[src/rtl/clock_time_setter_if.sv]
// Bus between the calendar counters and the time setter: running time in,
// shadow time, edit status and the commit strobe out.
interface clock_time_setter_if;
    logic [5:0]  cur_s, cur_mi;
    logic [4:0]  cur_h, cur_d;
    logic [3:0]  cur_mo;
    logic [13:0] cur_y;
    logic [5:0]  set_s, set_mi;
    logic [4:0]  set_h, set_d;
    logic [3:0]  set_mo;
    logic [13:0] set_y;
    logic        edit_active;
    logic [2:0]  field;
    logic        load;

    modport master (
        input  cur_s, cur_mi, cur_h, cur_d, cur_mo, cur_y,
        output set_s, set_mi, set_h, set_d, set_mo, set_y, edit_active, field, load
    );
    modport slave (
        output cur_s, cur_mi, cur_h, cur_d, cur_mo, cur_y,
        input  set_s, set_mi, set_h, set_d, set_mo, set_y, edit_active, field, load
    );
endinterface

[src/rtl/clock_time_setter.sv]
// Operator time/date writer: debounces mode/inc keys, edits a shadow copy of
// the running calendar and commits it with a one-cycle load strobe.
module key_debounce #(
    parameter int DB_CYCLES = 1_000_000
) (
    input  logic clk,
    input  logic rst_n,
    input  logic key_n,
    output logic press
);
    localparam int CW = $clog2(DB_CYCLES + 1);

    logic          sync1, sync2, level, level_q;
    logic [CW-1:0] cnt;

    // Idle (released) is high, so everything clears to 1 to avoid a false press.
    always_ff @(posedge clk or negedge rst_n) begin
        if (!rst_n) begin
            sync1   <= 1'b1;
            sync2   <= 1'b1;
            level   <= 1'b1;
            level_q <= 1'b1;
            cnt     <= '0;
            press   <= 1'b0;
        end else begin
            sync1   <= key_n;
            sync2   <= sync1;
            level_q <= level;
            press   <= level_q & ~level;
            if (sync2 != level) begin
                if (cnt == CW'(DB_CYCLES - 1)) begin
                    level <= sync2;
                    cnt   <= '0;
                end else begin
                    cnt <= cnt + 1'b1;
                end
            end else begin
                cnt <= '0;
            end
        end
    end
endmodule

module clock_time_setter #(
    parameter int          DB_CYCLES = 1_000_000,
    parameter logic [13:0] YEAR_RST  = 14'd2000
) (
    input  logic                  built_in_clk,
    input  logic                  glob_rst_n,
    input  logic                  key_mode_n,
    input  logic                  key_inc_n,
    clock_time_setter_if.master   bus
);
    typedef enum logic [2:0] {
        IDLE = 3'd0, E_Y = 3'd1, E_MO = 3'd2, E_D = 3'd3,
        E_H = 3'd4, E_MI = 3'd5, E_S = 3'd6, COMMIT = 3'd7
    } state_t;

    state_t      state;
    logic [1:0]  press;
    logic        mode_ev, inc_ev;
    logic [5:0]  set_s, set_mi;
    logic [4:0]  set_h, set_d, dim;
    logic [3:0]  set_mo;
    logic [13:0] set_y;
    logic        edit_active, load;
    logic [2:0]  field;

    key_debounce #(.DB_CYCLES(DB_CYCLES)) u_db [1:0] (
        .clk   (built_in_clk),
        .rst_n (glob_rst_n),
        .key_n ({key_inc_n, key_mode_n}),
        .press (press)
    );

    assign mode_ev = press[0];
    assign inc_ev  = press[1];

    function automatic logic [4:0] days_in(input logic [3:0] mo, input logic [13:0] y);
        logic leap;
        leap = ((y[1:0] == 2'b00) && ((y % 14'd100) != 14'd0)) || ((y % 14'd400) == 14'd0);
        case (mo)
            4'd4, 4'd6, 4'd9, 4'd11: days_in = 5'd30;
            4'd2:                    days_in = leap ? 5'd29 : 5'd28;
            default:                 days_in = 5'd31;
        endcase
    endfunction

    always_comb dim = days_in(set_mo, set_y);

    // State field numbering doubles as the field code: E_Y=1 .. E_S=6.
    always_ff @(posedge built_in_clk or negedge glob_rst_n) begin
        if (!glob_rst_n) begin
            state       <= IDLE;
            load        <= 1'b0;
            edit_active <= 1'b0;
            field       <= 3'd0;
            set_s       <= '0;
            set_mi      <= '0;
            set_h       <= '0;
            set_d       <= 5'd1;
            set_mo      <= 4'd1;
            set_y       <= YEAR_RST;
        end else begin
            load <= 1'b0;
            case (state)
                IDLE: if (mode_ev) begin
                    set_s       <= bus.cur_s;
                    set_mi      <= bus.cur_mi;
                    set_h       <= bus.cur_h;
                    set_d       <= bus.cur_d;
                    set_mo      <= bus.cur_mo;
                    set_y       <= bus.cur_y;
                    state       <= E_Y;
                    edit_active <= 1'b1;
                    field       <= 3'd1;
                end
                COMMIT: state <= IDLE;
                default: if (mode_ev) begin
                    if (state == E_S) begin
                        state       <= COMMIT;
                        load        <= 1'b1;
                        edit_active <= 1'b0;
                        field       <= 3'd0;
                    end else begin
                        state <= state_t'(state + 3'd1);
                        field <= field + 3'd1;
                    end
                    // Month/year are final once we leave E_MO; pull day into range.
                    if (state == E_MO && set_d > dim) set_d <= dim;
                end else if (inc_ev) begin
                    case (state)
                        E_Y:  set_y  <= (set_y == 14'd9999) ? 14'd0 : set_y + 14'd1;
                        E_MO: set_mo <= (set_mo >= 4'd12) ? 4'd1 : set_mo + 4'd1;
                        E_D:  set_d  <= (set_d >= dim) ? 5'd1 : set_d + 5'd1;
                        E_H:  set_h  <= (set_h >= 5'd23) ? 5'd0 : set_h + 5'd1;
                        E_MI: set_mi <= (set_mi >= 6'd59) ? 6'd0 : set_mi + 6'd1;
                        E_S:  set_s  <= (set_s >= 6'd59) ? 6'd0 : set_s + 6'd1;
                        default: ;
                    endcase
                end
            endcase
        end
    end

    assign bus.set_s       = set_s;
    assign bus.set_mi      = set_mi;
    assign bus.set_h       = set_h;
    assign bus.set_d       = set_d;
    assign bus.set_mo      = set_mo;
    assign bus.set_y       = set_y;
    assign bus.edit_active = edit_active;
    assign bus.field       = field;
    assign bus.load        = load;
endmodule
[src/flat_wrapper.sv]
// flat-port wrapper written by rule: the top's interface ports become plain ports
module clock_time_setter_flat 
#(
    parameter int          DB_CYCLES = 1_000_000,
    parameter logic [13:0] YEAR_RST  = 14'd2000
)
  (built_in_clk, glob_rst_n, key_mode_n, key_inc_n, bus_cur_s, bus_cur_mi, bus_cur_h, bus_cur_d, bus_cur_mo, bus_cur_y, bus_set_s, bus_set_mi, bus_set_h, bus_set_d, bus_set_mo, bus_set_y, bus_edit_active, bus_field, bus_load);
  clock_time_setter_if bus_i ();
  input  logic built_in_clk;
  input  logic glob_rst_n;
  input  logic key_mode_n;
  input  logic key_inc_n;
  input wire logic [$bits(bus_i.cur_s)-1:0] bus_cur_s;
  input wire logic [$bits(bus_i.cur_mi)-1:0] bus_cur_mi;
  input wire logic [$bits(bus_i.cur_h)-1:0] bus_cur_h;
  input wire logic [$bits(bus_i.cur_d)-1:0] bus_cur_d;
  input wire logic [$bits(bus_i.cur_mo)-1:0] bus_cur_mo;
  input wire logic [$bits(bus_i.cur_y)-1:0] bus_cur_y;
  output wire logic [$bits(bus_i.set_s)-1:0] bus_set_s;
  output wire logic [$bits(bus_i.set_mi)-1:0] bus_set_mi;
  output wire logic [$bits(bus_i.set_h)-1:0] bus_set_h;
  output wire logic [$bits(bus_i.set_d)-1:0] bus_set_d;
  output wire logic [$bits(bus_i.set_mo)-1:0] bus_set_mo;
  output wire logic [$bits(bus_i.set_y)-1:0] bus_set_y;
  output wire logic [$bits(bus_i.edit_active)-1:0] bus_edit_active;
  output wire logic [$bits(bus_i.field)-1:0] bus_field;
  output wire logic [$bits(bus_i.load)-1:0] bus_load;
  assign bus_i.cur_s = bus_cur_s;
  assign bus_i.cur_mi = bus_cur_mi;
  assign bus_i.cur_h = bus_cur_h;
  assign bus_i.cur_d = bus_cur_d;
  assign bus_i.cur_mo = bus_cur_mo;
  assign bus_i.cur_y = bus_cur_y;
  assign bus_set_s = bus_i.set_s;
  assign bus_set_mi = bus_i.set_mi;
  assign bus_set_h = bus_i.set_h;
  assign bus_set_d = bus_i.set_d;
  assign bus_set_mo = bus_i.set_mo;
  assign bus_set_y = bus_i.set_y;
  assign bus_edit_active = bus_i.edit_active;
  assign bus_field = bus_i.field;
  assign bus_load = bus_i.load;
  clock_time_setter #(.DB_CYCLES(DB_CYCLES), .YEAR_RST(YEAR_RST)) u_core (.built_in_clk(built_in_clk), .glob_rst_n(glob_rst_n), .key_mode_n(key_mode_n), .key_inc_n(key_inc_n), .bus(bus_i));
endmodule
[config.mk]
export PLATFORM = sky130hd
export DESIGN_NAME = clock_time_setter_flat
export DESIGN_NICKNAME = d
export VERILOG_FILES = /design/src/rtl/clock_time_setter_if.sv /design/src/rtl/clock_time_setter.sv /design/src/flat_wrapper.sv
export SDC_FILE = /design/constraint.sdc
export NUM_CORES = 1
export LEC_CHECK = 0
export ABC_CLOCK_PERIOD_IN_PS = 7700
export CORE_MARGIN = 5
export CORE_UTILIZATION = 30
export DETAILED_ROUTE_END_ITERATION = 16
export PLACE_DENSITY = 0.55
export REMOVE_ABC_BUFFERS = 1
export SYNTH_ARGS = -nofsm -noshare
export SYNTH_HDL_FRONTEND = slang
export SYNTH_SLANG_ARGS = --single-unit
[constraint.sdc]
create_clock -name built_in_clk -period 7.7 [get_ports built_in_clk]
set_input_delay 0.77 -clock built_in_clk [delete_from_list [all_inputs] [get_ports built_in_clk]]
set_output_delay 0.77 -clock built_in_clk [all_outputs]
set_load 0.05 [all_outputs]
# After elaboration in Yosys (flattened, before gate mapping)
# Index checks and enable logic that the tools add are counted.
[totals]
ff_bits = 98
input_bits = 44
out_inout_bits = 45
wordCells = 151
[op_classes]
add_sub_neg = 10
div_mod_pow = 2
order_cmp = 6
eq_ne = 20
n_mux = 57
n_bitwise = 5
reduce_logical = 29
[op_table]
columns = ["cell", "count"]
rows = [
  ["$mux W20", 4],
  ["$mux W14", 5],
  ["$mux W6", 10],
  ["$mux W5", 11],
  ["$add A20 B1 Y20 const B", 2],
  ["$eq A20 B20 Y1 const B", 2],
  ["$pmux W5 S2", 3],
  ["$reduce_and A5 Y1", 6],
  ["$pmux W14 S2", 1],
  ["$pmux W6 S2", 2],
  ["$mux W4", 5],
  ["$reduce_bool A2 Y1", 9],
  ["$mux W3", 5],
  ["$add A14 B1 Y14 const B", 1],
  ["$eq A14 B14 Y1 const B", 1],
  ["$logic_not A14 Y1", 1],
  ["$mod A14 B7 Y14 const B", 1],
  ["$mod A14 B9 Y14 const B", 1],
  ["$reduce_bool A14 Y1", 1],
  ["$add A6 B1 Y6 const B", 2],
  ["$eq A3 B3 Y1 const B", 4],
  ["$ge A6 B6 Y1 const B", 2],
  ["$pmux W3 S2", 2],
  ["$add A5 B1 Y5 const B", 2],
  ["28 further kinds", 46],
]

# Depth between registers and ports, before layout
[logic_depth]
ltp_word = 12
depth_mapped = 29

# By module
# From an unflattened synthesis, not the netlist that was laid out.
[hier_totals]
cells_unflattened = 850
area_unflattened_um2 = 7115.6
[modules_own_cells]
columns = ["mod", "instances", "cells_each", "area_each_um2"]
rows = [
  ["clock_time_setter", 1, 630, 4763.3],
  ["key_debounce (u_core.u_db[0])", 1, 109, 1176.1],
  ["key_debounce (u_core.u_db[1])", 1, 111, 1176.1],
]

# Least setup slack after synthesis
# Ideal clock, no wire load.
[synth_path]
path_type = "reg2reg"
from = "register u_core.set_y[9] (netlist: u_core.bus.set_y[9])"
to = "register u_core.set_d[0] (netlist: u_core.bus.set_d[0])"
setup_ns = 0.072
arrival_ns = 6.073
slack_ns = 1.555
path_stages_with_launch = 28
n_path_buf = 3
path_cell_list = "dfstp_2 buf_4 nor3_1 a32o_2 a211o_4 a221oi_4 nor3_2 o31a_1 buf_6 mux2i_1 o21ba_2 mux2i_4 a21boi_2 o41a_1 buf_6 a311oi_1 nor3_1 or3_1 a311oi_2 nor2_1 ha_1 nand2_1 nand2_1 nor3_1 o21ai_0 a21oi_1 mux2_2 o21ai_1"
[synth_between]
elab_chain_len = 12
[synth_rtl]
columns = ["item", "line_no", "rtl"]
rows = [
  ["from (decl)", "clock_time_setter.sv:65", "logic [13:0] set_y;"],
  ["from (signal assigned)", "clock_time_setter.sv:113", "set_y <= bus.cur_y;"],
  ["from (signal assigned)", "clock_time_setter.sv:133", "E_Y: set_y <= (set_y == 14'd9999) ? 14'd0 : set_y + 14'd1;"],
  ["$mod A14 B7 Y14", "clock_time_setter.sv:81", "leap = ((y[1:0] == 2'b00) && ((y % 14'd100) != 14'd0)) || ((y % 14'd400) == 14'd0);"],
  ["$reduce_bool A14 Y1", "clock_time_setter.sv:81", ""],
  ["$logic_and A1 B1 Y1", "clock_time_setter.sv:81", ""],
  ["$logic_or A1 B1 Y1 *", "clock_time_setter.sv:81", ""],
  ["$mux W1 *", "clock_time_setter.sv:84", "4'd2: days_in = leap ? 5'd29 : 5'd28;"],
  ["$pmux W5 S2 *", "clock_time_setter.sv:82", "case (mo)"],
  ["$ge A5 B5 Y1", "clock_time_setter.sv:135", "E_D: set_d <= (set_d >= dim) ? 5'd1 : set_d + 5'd1;"],
  ["$mux W5", "clock_time_setter.sv:135", ""],
  ["$mux W5", "clock_time_setter.sv:132", "case (state)"],
  ["$mux W5", "clock_time_setter.sv:131", "end else if (inc_ev) begin"],
  ["$mux W5", "clock_time_setter.sv:119", "default: if (mode_ev) begin"],
  ["$pmux W5 S2", "clock_time_setter.sv:106", "case (state)"],
  ["to (signal assigned)", "clock_time_setter.sv:111", "set_d <= bus.cur_d;"],
  ["to (signal assigned)", "clock_time_setter.sv:130", "if (state == E_MO && set_d > dim) set_d <= dim;"],
  ["to (signal assigned)", "clock_time_setter.sv:135", ""],
  ["to (decl)", "clock_time_setter.sv:63", "logic [4:0] set_h, set_d, dim;"],
]
# Every way passes the cells marked *; elsewhere a longest branch is shown, timed or not. The select of a mux whose other input is x is not followed.
# A chain may end at the register's enable or synchronous reset.

# Worst setup path in the final report
[layout_path]
from = "register u_core.set_y[10] (netlist: u_core.bus.set_y[10])"
to = "register u_core.set_d[0] (netlist: u_core.bus.set_d[0])"
# Same word-level chain as after synthesis.

==> results.yml <==
status:
  outcome: "completed"
cells_and_area:
  synthToLayoutAreaGrowth_pct: 20.0
  fin_nets: 973
  design_area_um2: 8420
  final_layout_size_suffix_gt1_frac: 0.0811
  antenna_cells: 0
  stdcell_count: 1232
detailed_routing:
  first_pass_iters: 4
  drtIter0Drc: 418
  wl_per_cell_um: 15.2
  wl_mm: 18.8
  ant_nets: 0
  route.detailed.drc: 0
  vias_per_cell: 5.17
  vias: 6364
yosys:
  yosys.area.top_type: "dfrtp_1"
  synthTopCellsByArea: "dfrtp_1 (29%), dfstp_2 (6.0%), nor2_1 (5.2%)"
  netlist.area_leader.share: 0.292
  synthSimpleGateAreaFrac: 0.246
  synth-xor-area-share: 0.0501
  synth_top_family_by_area: "simple AND/OR/NAND/NOR gates"
  yosysMostFrequentCell: "nor2_1"
  syn_area_um2: 7020
  synth_cell_types: 83
  synth_common_cells: "nor2_1 (97), dfrtp_1 (82), nand2_1 (74), o21ai_0 (71), a21oi_1 (65)"
  synthAdderAreaFrac: 0.0389
  avgSynthCellArea_um2: 8.25
  synth_mux_area_frac: 0.0207
  synth_compound_area_frac: 0.239
  yosysWarnings: 0
  synth_flop_cell: "dfrtp_1"
  yosys_register_bits: 98
  seq_area_frac_synth: 0.352
  synth_edf_count: 0
  async_flop_share: 1.00
  synth_cells: 850
floorplanning:
  fp.coreArea_um2: 23300
  rows: 56
  die-height_um: 163
  die_area_um2: 26500
  start_util: 0.302
  dieWidth_um: 163
  pin_count: 89
placement:
  hpwl_mm: 13.6
  place_inst: 1216
  place.gp.congestion: 0.873
  dpl-instance-area_um2: 8110
  port_buffers: 88
clock_tree:
  cts_root_buf: "clkbuf_16"
  post-cts-setup-buffers: 0
  clockBufferDepth: 2
  cts_hold_buffers: 0
  cts-resized-gates: 0
  cts_tree: "yes"
  cts_sinks: 98
  clk_latency_ns: 0.35
  cts_buffers: 9
  htreeDepth: 3
  cts.reportedPaths.clkPinSlew_ns: 0.07
pwr:
  p_seq_frac: 0.499
  power.net_switching_w: 0.000236
  power-per-cell-area_nw_per_um2: 124
  power_frac_comb: 0.046
  swShare: 0.226
  leakage_nw: 3.33
  clkPwrFrac: 0.454
  total_power_w: 0.00105
  ir_drop_mv: 0.0891
  intPower_w: 0.000810
timing:
  period_minus_slack_ns: 7.08
  rsz0062_at_grt: "false"
  tightest_slew_ns: 0.842
  skew_ns: 0.00486
  setup_tns_ns: 0
  max-slew-margin-rel: 0.439
  drv_slew: 0
  whs_ns: 0.358
  setup_viol: 0
  fmax_mhz: 141
  fin_crit_sh: 0.920
  hold_viol: 0
grt:
  track_usage: 0.142
  grt_max_degree: 60
  first_global_vias: 6097
  grt_pass1_wl_mm: 31.0
  antenna_found_initial: 0
  overflow: 0
job:
  maxCapViolations: 0
min_path:
  min-delay-path-class: "flop to flop"
critical_path:
  cp.required_ns: 7.98
  worstSetupPathType: "flop to flop"
  cp-start-kind: "flop"
  cp-end-kind: "flop"
  crit_fanout: 27
  crit_arrival_ns: 7.37
-- path summary, 6_finish.rpt --
check / startpoint / end / slack (ns) / depth (start not counted)
hold / removal: u_core.u_db[0].sync1$_DFF_PN1_ / u_core.u_db[0].sync2$_DFF_PN1_ / 0.36 / 0
setup reg to reg: u_core.bus.set_y[10]$_DFFE_PN1P_ / u_core.bus.set_d[0]$_DFFE_PN1P_ / 0.62 / 24
max in group asynchronous: glob_rst_n / u_core.bus.field[2]$_DFFE_PN0P_ / 6.16 / 2
setup / recovery: u_core.bus.set_y[10]$_DFFE_PN1P_ / u_core.bus.set_d[0]$_DFFE_PN1P_ / 0.62 / 24
min in group asynchronous: glob_rst_n / u_core.u_db[1].cnt[16]$_DFF_PN0_ / 0.40 / 1
hold reg to reg: u_core.u_db[0].sync1$_DFF_PN1_ / u_core.u_db[0].sync2$_DFF_PN1_ / 0.36 / 0
-- state kept, by name (all words and copies together) (netlist names), 3 cells and up --
name and cells:
u_core.u_db.cnt 40, u_core.bus.set_y 14, u_core.bus.set_mi 6, u_core.bus.set_s 6, u_core.bus.set_d 5, u_core.bus.set_h 5, u_core.bus.set_mo 4, u_core.bus.field 3
u_core.state 3
-- kinds of logic (layout without fill, tap and decap cells) --
group,after synthesis,count (layout)
AOI/OAI and AO/OA,255,255
xor gates and xnor gates,38,38
adders and majority gates,22,22
buffers and inverters,82,145
DFF,98,98
muxes,12,12
and+or+nand+nor,343,343
-- through the flow --
step | setup slack, ns | util
finish | 0.615 | 0.362
global route | 0.154 | 0.362
CTS | 0.703 | 0.362
detailed placement | 0.756 | 0.349
global placement | 0.896 | 0.349
floorplan | 1.25 | -
-- per-layer routing --
metal,global-route usage,vias to the layer above,share of wire
met5,0,-,0
met4,0.0328,0,0.010
met3,0.0273,15,0.034
met2,0.233,121,0.47
met1,0.194,3038,0.49
li1,-,3190,-
-- final cells by class --
type / count / area (µm²)
fill: 2425 / 14800
multi-input combinational: 670 / 4180
sequential: 98 / 2470
timing repair buffer: 94 / 923
tap: 319 / 399
clock buffer: 10 / 239
inverter: 35 / 131
clock inverter: 6 / 71.3
-- cell usage in the layout (no fill, tap or decap), types with 9 or more instances in the layout --
cell,netlist,final
or3_1,14,14
dfrtp_1,82,82
o21ai_0,71,71
inv_1,35,35
nor3_1,24,24
a21oi_1,65,65
clkdlybuf4s50_1,0,87
o31ai_1,11,10
xnor2_1,18,18
nor2_1,97,97
clkbuf_16,0,9
o21a_1,9,9
nand3_1,37,37
nor2b_1,12,11
a22oi_1,9,9
ha_1,21,21
xor2_1,19,19
a211oi_1,10,10
and3_1,18,18
nor3b_1,12,12
nand2_1,74,74
dfstp_2,16,16
-- power groups by stage --
stage          clock network [W]  logic [W]  registers [W]
2_1_floorplan                  0  0.0000127       0.000531
6_report                0.000475  0.0000486       0.000522
3_3_place_gp                   0  0.0000506       0.000532
3_5_place_dp                   0  0.0000503       0.000532
5_1_grt                 0.000518  0.0000550       0.000522
4_1_cts                 0.000495  0.0000505       0.000522
-- worst max-delay path, stage by stage (launching register included) --
cell      delay [ns]
dfstp_2         0.84
nor3_1          0.17
a32o_2          0.34
a211oi_1        0.41
mux2i_2         0.23
nor3_1          0.35
o31a_1          0.38
mux2i_1         0.31
o21ba_2         0.22
mux2i_4         0.36
a21boi_2        0.27
o41a_1          0.35
nor3b_1         0.30
nor3_1          0.09
or3_1           0.32
a311oi_2        0.30
nor2_1          0.09
ha_1            0.29
nand2_1         0.06
nand2_1         0.05
nor3_1          0.16
o21ai_0         0.09
a21oi_1         0.54
mux2_2          0.40
o21ai_1         0.08
Power figures use the tool's default switching activity.
